$ cat src/rtl/scratchpad_feature_mem_ctrl_pkg.sv
// Shared definitions for the scratchpad feature-memory sequencer.
// Contents: FSM state encoding and the widths of the group, line and pass counters.
package scratchpad_feature_mem_ctrl_pkg;

  localparam int unsigned GRP_W  = 8;
  localparam int unsigned LINE_W = 4;
  localparam int unsigned PASS_W = 8;

  typedef enum logic [1:0] {
    ST_IDLE = 2'd0,
    ST_LOAD = 2'd1,
    ST_READ = 2'd2
  } state_e;

endpackage

$ cat src/rtl/scratchpad_feature_mem_ctrl_kernel_addr_counter.sv
// Two-dimensional (group, line) address counter with wrap to (0,0).
// Ports:
//   clk, rst      clock, synchronous active-low reset
//   clr_i         force counter to (0,0)
//   en_i          advance one position
//   grp_inner_i   1: group is the fast index; 0: line is the fast index
//   grp_last_i    highest group index in use
//   line_last_i   highest line index in use
//   grp_o/line_o  current position (registered)
//   wrap_c_o      combinational: current position is the final one
module scratchpad_feature_mem_ctrl_kernel_addr_counter
  import scratchpad_feature_mem_ctrl_pkg::*;
(
  input  logic              clk,
  input  logic              rst,
  input  logic              clr_i,
  input  logic              en_i,
  input  logic              grp_inner_i,
  input  logic [GRP_W-1:0]  grp_last_i,
  input  logic [LINE_W-1:0] line_last_i,
  output logic [GRP_W-1:0]  grp_o,
  output logic [LINE_W-1:0] line_o,
  output logic              wrap_c_o
);

  logic [GRP_W-1:0]  grp_q, grp_d;
  logic [LINE_W-1:0] line_q, line_d;
  logic              grp_end, line_end;

  assign grp_end  = (grp_q == grp_last_i);
  assign line_end = (line_q == line_last_i);
  assign wrap_c_o = grp_end && line_end;
  assign grp_o    = grp_q;
  assign line_o   = line_q;

  // Advance the fast index; carry into the slow index when it wraps.
  always_comb begin
    grp_d  = grp_q;
    line_d = line_q;
    if (clr_i) begin
      grp_d  = '0;
      line_d = '0;
    end else if (en_i) begin
      if (grp_inner_i) begin
        if (grp_end) begin
          grp_d  = '0;
          line_d = line_end ? '0 : line_q + LINE_W'(1);
        end else begin
          grp_d  = grp_q + GRP_W'(1);
        end
      end else begin
        if (line_end) begin
          line_d = '0;
          grp_d  = grp_end ? '0 : grp_q + GRP_W'(1);
        end else begin
          line_d = line_q + LINE_W'(1);
        end
      end
    end
  end

  always_ff @(posedge clk) begin
    if (!rst) begin
      grp_q  <= '0;
      line_q <= '0;
    end else begin
      grp_q  <= grp_d;
      line_q <= line_d;
    end
  end

endmodule

$ cat src/rtl/scratchpad_feature_mem_ctrl.sv
// Sequencer for scratchpad_feature_mem: fills cfg_groups x KERNEL_SIZE lines from a
// valid/ready stream, then replays them (line-outer, group-inner) cfg_repeat times.
// Ports:
//   clk, rst                      clock, synchronous active-low reset
//   start, cfg_groups, cfg_repeat start pulse and configuration (sampled in IDLE)
//   in_valid, in_data, in_ready   input word stream
//   wr_en, wr_mem_group/line, wr_data  memory write port
//   rd_req                        consumer ready (level)
//   rd_en, rd_mem_group/line, rd_last  memory read port
//   busy, done, cfg_err           status
module scratchpad_feature_mem_ctrl
  import scratchpad_feature_mem_ctrl_pkg::*;
#(
  parameter int unsigned Tn             = 4,
  parameter int unsigned KERNEL_SIZE    = 3,
  parameter int unsigned DATA_BUS_WIDTH = 16
) (
  input  logic                      clk,
  input  logic                      rst,
  input  logic                      start,
  input  logic [7:0]                cfg_groups,
  input  logic [7:0]                cfg_repeat,
  input  logic                      in_valid,
  input  logic [DATA_BUS_WIDTH-1:0] in_data,
  output logic                      in_ready,
  output logic                      wr_en,
  output logic [GRP_W-1:0]          wr_mem_group,
  output logic [LINE_W-1:0]         wr_mem_line,
  output logic [DATA_BUS_WIDTH-1:0] wr_data,
  input  logic                      rd_req,
  output logic                      rd_en,
  output logic [GRP_W-1:0]          rd_mem_group,
  output logic [LINE_W-1:0]         rd_mem_line,
  output logic                      rd_last,
  output logic                      busy,
  output logic                      done,
  output logic                      cfg_err
);

  localparam logic [LINE_W-1:0] LineLast = LINE_W'(KERNEL_SIZE - 1);

  state_e                    state_q, state_d;
  logic [GRP_W-1:0]          grp_last_q, grp_last_d;
  logic [PASS_W-1:0]         rep_last_q, rep_last_d;
  logic [PASS_W-1:0]         pass_q, pass_d;

  logic                      wr_en_q, wr_en_d, rd_en_q, rd_en_d, rd_last_q, rd_last_d;
  logic                      busy_q, busy_d, done_q, done_d, cfg_err_q, cfg_err_d;
  logic [GRP_W-1:0]          wr_grp_q, wr_grp_d, rd_grp_q, rd_grp_d;
  logic [LINE_W-1:0]         wr_line_q, wr_line_d, rd_line_q, rd_line_d;
  logic [DATA_BUS_WIDTH-1:0] wr_data_q, wr_data_d;

  logic                      cfg_legal, start_ok, start_bad, wr_fire, rd_fire, final_rd;
  logic [GRP_W-1:0]          wc_grp, rc_grp;
  logic [LINE_W-1:0]         wc_line, rc_line;
  logic                      wc_wrap, rc_wrap;

  assign cfg_legal = (cfg_groups != 8'd0) && (32'(cfg_groups) <= Tn);
  assign start_ok  = start && (state_q == ST_IDLE) && cfg_legal;
  assign start_bad = start && (state_q == ST_IDLE) && !cfg_legal;
  assign in_ready  = (state_q == ST_LOAD);
  assign wr_fire   = in_valid && in_ready;
  assign rd_fire   = (state_q == ST_READ) && rd_req;
  assign final_rd  = rd_fire && rc_wrap && (pass_q == rep_last_q);

  // Write addresses: line fast, group slow.
  scratchpad_feature_mem_ctrl_kernel_addr_counter u_wr_cnt (
    .clk         (clk),
    .rst         (rst),
    .clr_i       (start_ok),
    .en_i        (wr_fire),
    .grp_inner_i (1'b0),
    .grp_last_i  (grp_last_q),
    .line_last_i (LineLast),
    .grp_o       (wc_grp),
    .line_o      (wc_line),
    .wrap_c_o    (wc_wrap)
  );

  // Read addresses: group fast, line slow.
  scratchpad_feature_mem_ctrl_kernel_addr_counter u_rd_cnt (
    .clk         (clk),
    .rst         (rst),
    .clr_i       (start_ok),
    .en_i        (rd_fire),
    .grp_inner_i (1'b1),
    .grp_last_i  (grp_last_q),
    .line_last_i (LineLast),
    .grp_o       (rc_grp),
    .line_o      (rc_line),
    .wrap_c_o    (rc_wrap)
  );

  // State register.
  always_ff @(posedge clk) begin
    if (!rst) state_q <= ST_IDLE;
    else      state_q <= state_d;
  end

  // Next-state logic.
  always_comb begin
    state_d = state_q;
    unique case (state_q)
      ST_IDLE: if (start_ok) state_d = ST_LOAD;
      ST_LOAD: if (wr_fire && wc_wrap) state_d = ST_READ;
      ST_READ: if (final_rd) state_d = ST_IDLE;
      default: state_d = ST_IDLE;
    endcase
  end

  // Output and datapath next values; addresses and data hold when idle.
  always_comb begin
    wr_en_d    = 1'b0;
    wr_grp_d   = wr_grp_q;
    wr_line_d  = wr_line_q;
    wr_data_d  = wr_data_q;
    rd_en_d    = 1'b0;
    rd_grp_d   = rd_grp_q;
    rd_line_d  = rd_line_q;
    rd_last_d  = 1'b0;
    busy_d     = (state_q != ST_IDLE);
    done_d     = rd_en_q && rd_last_q;
    cfg_err_d  = start_bad;
    grp_last_d = grp_last_q;
    rep_last_d = rep_last_q;
    pass_d     = pass_q;
    if (start_ok) begin
      grp_last_d = cfg_groups - 8'd1;
      rep_last_d = (cfg_repeat == 8'd0) ? '0 : PASS_W'(cfg_repeat - 8'd1);
      pass_d     = '0;
    end
    if (wr_fire) begin
      wr_en_d   = 1'b1;
      wr_grp_d  = wc_grp;
      wr_line_d = wc_line;
      wr_data_d = in_data;
    end
    if (rd_fire) begin
      rd_en_d   = 1'b1;
      rd_grp_d  = rc_grp;
      rd_line_d = rc_line;
      rd_last_d = final_rd;
      if (rc_wrap) pass_d = pass_q + PASS_W'(1);
    end
  end

  always_ff @(posedge clk) begin
    if (!rst) begin
      wr_en_q    <= 1'b0;
      wr_grp_q   <= '0;
      wr_line_q  <= '0;
      wr_data_q  <= '0;
      rd_en_q    <= 1'b0;
      rd_grp_q   <= '0;
      rd_line_q  <= '0;
      rd_last_q  <= 1'b0;
      busy_q     <= 1'b0;
      done_q     <= 1'b0;
      cfg_err_q  <= 1'b0;
      grp_last_q <= '0;
      rep_last_q <= '0;
      pass_q     <= '0;
    end else begin
      wr_en_q    <= wr_en_d;
      wr_grp_q   <= wr_grp_d;
      wr_line_q  <= wr_line_d;
      wr_data_q  <= wr_data_d;
      rd_en_q    <= rd_en_d;
      rd_grp_q   <= rd_grp_d;
      rd_line_q  <= rd_line_d;
      rd_last_q  <= rd_last_d;
      busy_q     <= busy_d;
      done_q     <= done_d;
      cfg_err_q  <= cfg_err_d;
      grp_last_q <= grp_last_d;
      rep_last_q <= rep_last_d;
      pass_q     <= pass_d;
    end
  end

  assign wr_en        = wr_en_q;
  assign wr_mem_group = wr_grp_q;
  assign wr_mem_line  = wr_line_q;
  assign wr_data      = wr_data_q;
  assign rd_en        = rd_en_q;
  assign rd_mem_group = rd_grp_q;
  assign rd_mem_line  = rd_line_q;
  assign rd_last      = rd_last_q;
  assign busy         = busy_q;
  assign done         = done_q;
  assign cfg_err      = cfg_err_q;

endmodule

$ cat config.mk
export PLATFORM = sky130hd
export DESIGN_NAME = scratchpad_feature_mem_ctrl
export DESIGN_NICKNAME = d
export VERILOG_FILES = /design/src/rtl/scratchpad_feature_mem_ctrl_pkg.sv /design/src/rtl/scratchpad_feature_mem_ctrl_kernel_addr_counter.sv /design/src/rtl/scratchpad_feature_mem_ctrl.sv
export SDC_FILE = /design/constraint.sdc
export NUM_CORES = 1
export LEC_CHECK = 0
export ABC_AREA = 0
export ABC_CLOCK_PERIOD_IN_PS = 1600
export CAP_MARGIN = 5
export CORE_AREA = 2 2 114 116
export DETAILED_ROUTE_END_ITERATION = 12
export DIE_AREA = 0 0 116 118
export GPL_TIMING_DRIVEN = 1
export HOLD_SLACK_MARGIN = 0.15
export SYNTH_ARGS = -nofsm -noshare
export SYNTH_HDL_FRONTEND = slang
export SYNTH_SLANG_ARGS = --single-unit
$ cat constraint.sdc
create_clock -name clk -period 1.6 [get_ports clk]
set_input_delay 0.16 -clock clk [delete_from_list [all_inputs] [get_ports clk]]
set_output_delay 0.16 -clock clk [all_outputs]
set_load 0.01 [all_outputs]
==> flow_summary.ini <==
[outcome]
outcome = finished, final reports clean

[place]
numPortBuffers = 83
dp_worst_setup_slack_ps = -570.6
gp_congestion = 0.8149
dp_hpwl_um = 7946

[yosys]
syn_nets = 559
syn_area_um2 = 4309
post_synth_num_cell_types = 46
synth_area_per_cell_um2 = 8.367
synth_cells = 515
yosys_register_bits = 96
synth_seq_area_share = 0.4460
synthesis.yosys.warnings = 0

[die]
initial_cell_density_of_the_core = 0.3471
die_area_um2 = 13690
die_x_um = 116
chipHeight_um = 118
core_um2 = 12410
num_rows = 41
top_level_ports = 84

[run]
max-cap-violations = 0

[global_routing]
grt.overflow.total = 0
global_route_wire_length_before_repair_um = 18350
total_routing_resource_utilization_after_global_routing = 0.1641
pin_count_of_the_biggest_net_entering_global_routing = 39
antenna_found_initial = 0
first_global_vias = 4018

[worst_setup_path]
reg2reg_setup_slack_ps = 10
crit-reg2reg-launch = state_q[0]
worst_ep_required_time_ps = 1870
critPathCaptureType = flip-flop
worstRegToRegCells = 6
capture_point_of_the_worst_reg_to_reg_path = pass_q[7]
critPathKind = reg -> reg
worstPathMaxFanout = 6
cp-start-kind = flip-flop
critical_path_arrival_ps = 1860

[detailed_routing]
num_vias = 4040
antenna_violating_nets_post_route = 0
drc = 0
route.detailed.wl_per_inst_um = 12.99
drt_pass1_iterations = 4
routed_via_density = 4.804
drt_iter0_markers = 161
detail_route.wirelength_um = 10930

[clock_tree]
clockRootBuffer = sky130_fd_sc_hd__clkbuf_16
numCtsBuffers = 9
path_clk_slew_ps = 70
total_number_of_clock_tree_sinks = 96
cts_tree = yes
post_cts_hold_buffer_count = 0
htreeDepth = 3
cts-root-to-sink-buffers = 2
clk-insertion-delay-late_ps = 350

[timing]
finalWorstSetupSlack_ps = 11.06
timing.final.crit_share = 0.9931
final.min_clock_period_ps = 1589
tightest_slew_ps = 339.5
worst_hold_slack_ps = 142.6
fmax_mhz = 629.4
drv_slew = 0
slew_headroom = 0.7716
clock_skew_ps = 5.080
timing_hold_violations_final = 0
setup_tns_ps = 0
rsz_0062_raised_after_global_routing = true
setup_viol = 0

[power_and_ir_drop]
leakage_nw = 2.419
design_power_total_mw = 5.137
pwr_density_cell_nw_per_um2 = 789.3
vdd.ir_drop.worst_v = 0.0005035

[final_layout]
final_net_count = 708
antenna_cells = 0
drive_above_1_share = 0.2227
area.growth.synth_to_final_pct = 51.02
finish.utilization = 0.5242

[hold_path]
worst_hold_path_stage_count = 3
timing.hold.worst.class = in -> reg
min-delay-start = cfg_groups[0]
worstHoldEndpoint = grp_last_q[0]
[per-layer routing]
metal	wire length, um	vias to the layer above	GRT usage
met3	449	13	0.03090
met1	4722	1852	0.1901
li1	-	2081	-
met5	0	-	0
met4	147	0	0.04836
met2	5606	94	0.3012
[area by class of cell]
| class | count | area, um^2 |
|---|---|---|
| clock buffer | 10 | 239.0 |
| fill | 1193 | 5907 |
| sequential | 96 | 1933 |
| clock inverter | 6 | 98.84 |
| inverter | 8 | 30.03 |
| multi-input combinational | 383 | 2437 |
| tap | 172 | 215.2 |
| timing repair buffer | 166 | 1554 |
[power by group]
part	total, mW	leakage, nW	internal [mW]	switching, mW
clock network	2.43	0.163	1.44	0.988
registers	2.39	0.777	2.39	0.00269
logic	0.315	1.48	0.180	0.135
total	5.14	2.42	4.01	1.13
[cell usage in the layout (no fill, tap or decap), drive strengths merged, types with 3 or more instances in the layout]
cell type	count
a21oi	50
nor4	13
nand2	121
nor3	17
o21ai	14
nand4	17
nor2	23
xor2	16
nand3	8
inv	11
or3	3
and3b	4
ha	7
o31ai	3
nand2b	9
mux2i	12
clkdlybuf4s50	81
buf	82
xnor2	27
nor4b	4
dfxtp	96
and4	3
clkbuf	11
and3	3
a211oi	7
nand3b	3
or4	4
nor3b	3
[cell families after synthesis]
kind of cell	synth area share
compound gates	0.1034
xor+xnor	0.08740
fa+ha+maj	0.02032
buf+inv	0.03833
flops	0.4460
mux	0.02788
simple gates	0.2767
[cells in the mapped netlist (all sizes together)]
cell type  instances  share of area
and4               3         0.0061
inv                8         0.0070
or4                4         0.0070
o31ai              3         0.0052
nand4             17          0.025
mux2i             12          0.028
or3                3         0.0044
nand2b             9          0.013
o311ai             1         0.0020
and2               2         0.0029
o22ai              1         0.0015
nand4b             1         0.0020
nor2              23          0.020
clkbuf            18          0.016
and4b              1         0.0023
dfxtp             96           0.45
a41oi              1         0.0020
xor2              16          0.033
xnor2             27          0.055
nand2            121           0.11
nand3b             3         0.0052
a211oi             7          0.015
nor4              13          0.019
ha                 7          0.020
and3b              3         0.0070
nor4b              4         0.0081
nand3              8         0.0093
buf               11          0.016
nor3b              3         0.0064
o2111ai            1         0.0020
a21oi             50          0.058
and3               3         0.0044
o211ai             1         0.0017
and2b              1         0.0020
nor2b              2         0.0029
nor3              17          0.022
o21ai             14          0.016
[worst max path at each step]
stage,startpoint,to,slack (ps),cells after the start
after floorplan,state_q[1],u_wr_cnt.grp_o[7],-30,6
after global placement,cfg_groups[0],rep_last_q[4],-520,7
after detailed placement,cfg_groups[0],rep_last_q[2],-570,7
after CTS,grp_last_q[6],u_rd_cnt.line_o[2],-20,5
after global routing,u_rd_cnt.line_o[2],pass_q[5],-80,5
final,state_q[0],pass_q[7],10,6
[stage by stage]
stage                     area, um^2  std cells
after floorplan                 4322        515
after global placement          5879        819
after detailed placement        5879        819
after CTS                       6286        835
after global routing            6507        841
final                           6507        841
[registers in the layout, indices dropped and copies added (netlist names), 2 cells and up]
name             cells
grp_last_q           8
pass_q               8
rd_mem_group         8
rd_mem_line          4
rep_last_q           8
state_q              2
u_rd_cnt.grp_o       8
u_rd_cnt.line_o      4
u_wr_cnt.grp_o       8
u_wr_cnt.line_o      4
wr_data             16
wr_mem_group         8
wr_mem_line          4
[timing repair]
item / in CTS / in global routing
pin swaps: 3 / 17
setup buffers: 0 / 4
cloned: 0 / 2
gates resized for setup: 15 / 41
endpoints found under the setup margin: 24 / 36
[critical path: stages (launching register included)]
cell	delay, ps
sky130_fd_sc_hd__dfxtp_2	340
sky130_fd_sc_hd__buf_6	140
sky130_fd_sc_hd__and3b_2	280
sky130_fd_sc_hd__buf_4	120
sky130_fd_sc_hd__nand4_1	100
sky130_fd_sc_hd__nor4_2	310
sky130_fd_sc_hd__mux2i_1	220
No activity file was read; power rests on OpenSTA's default activity.
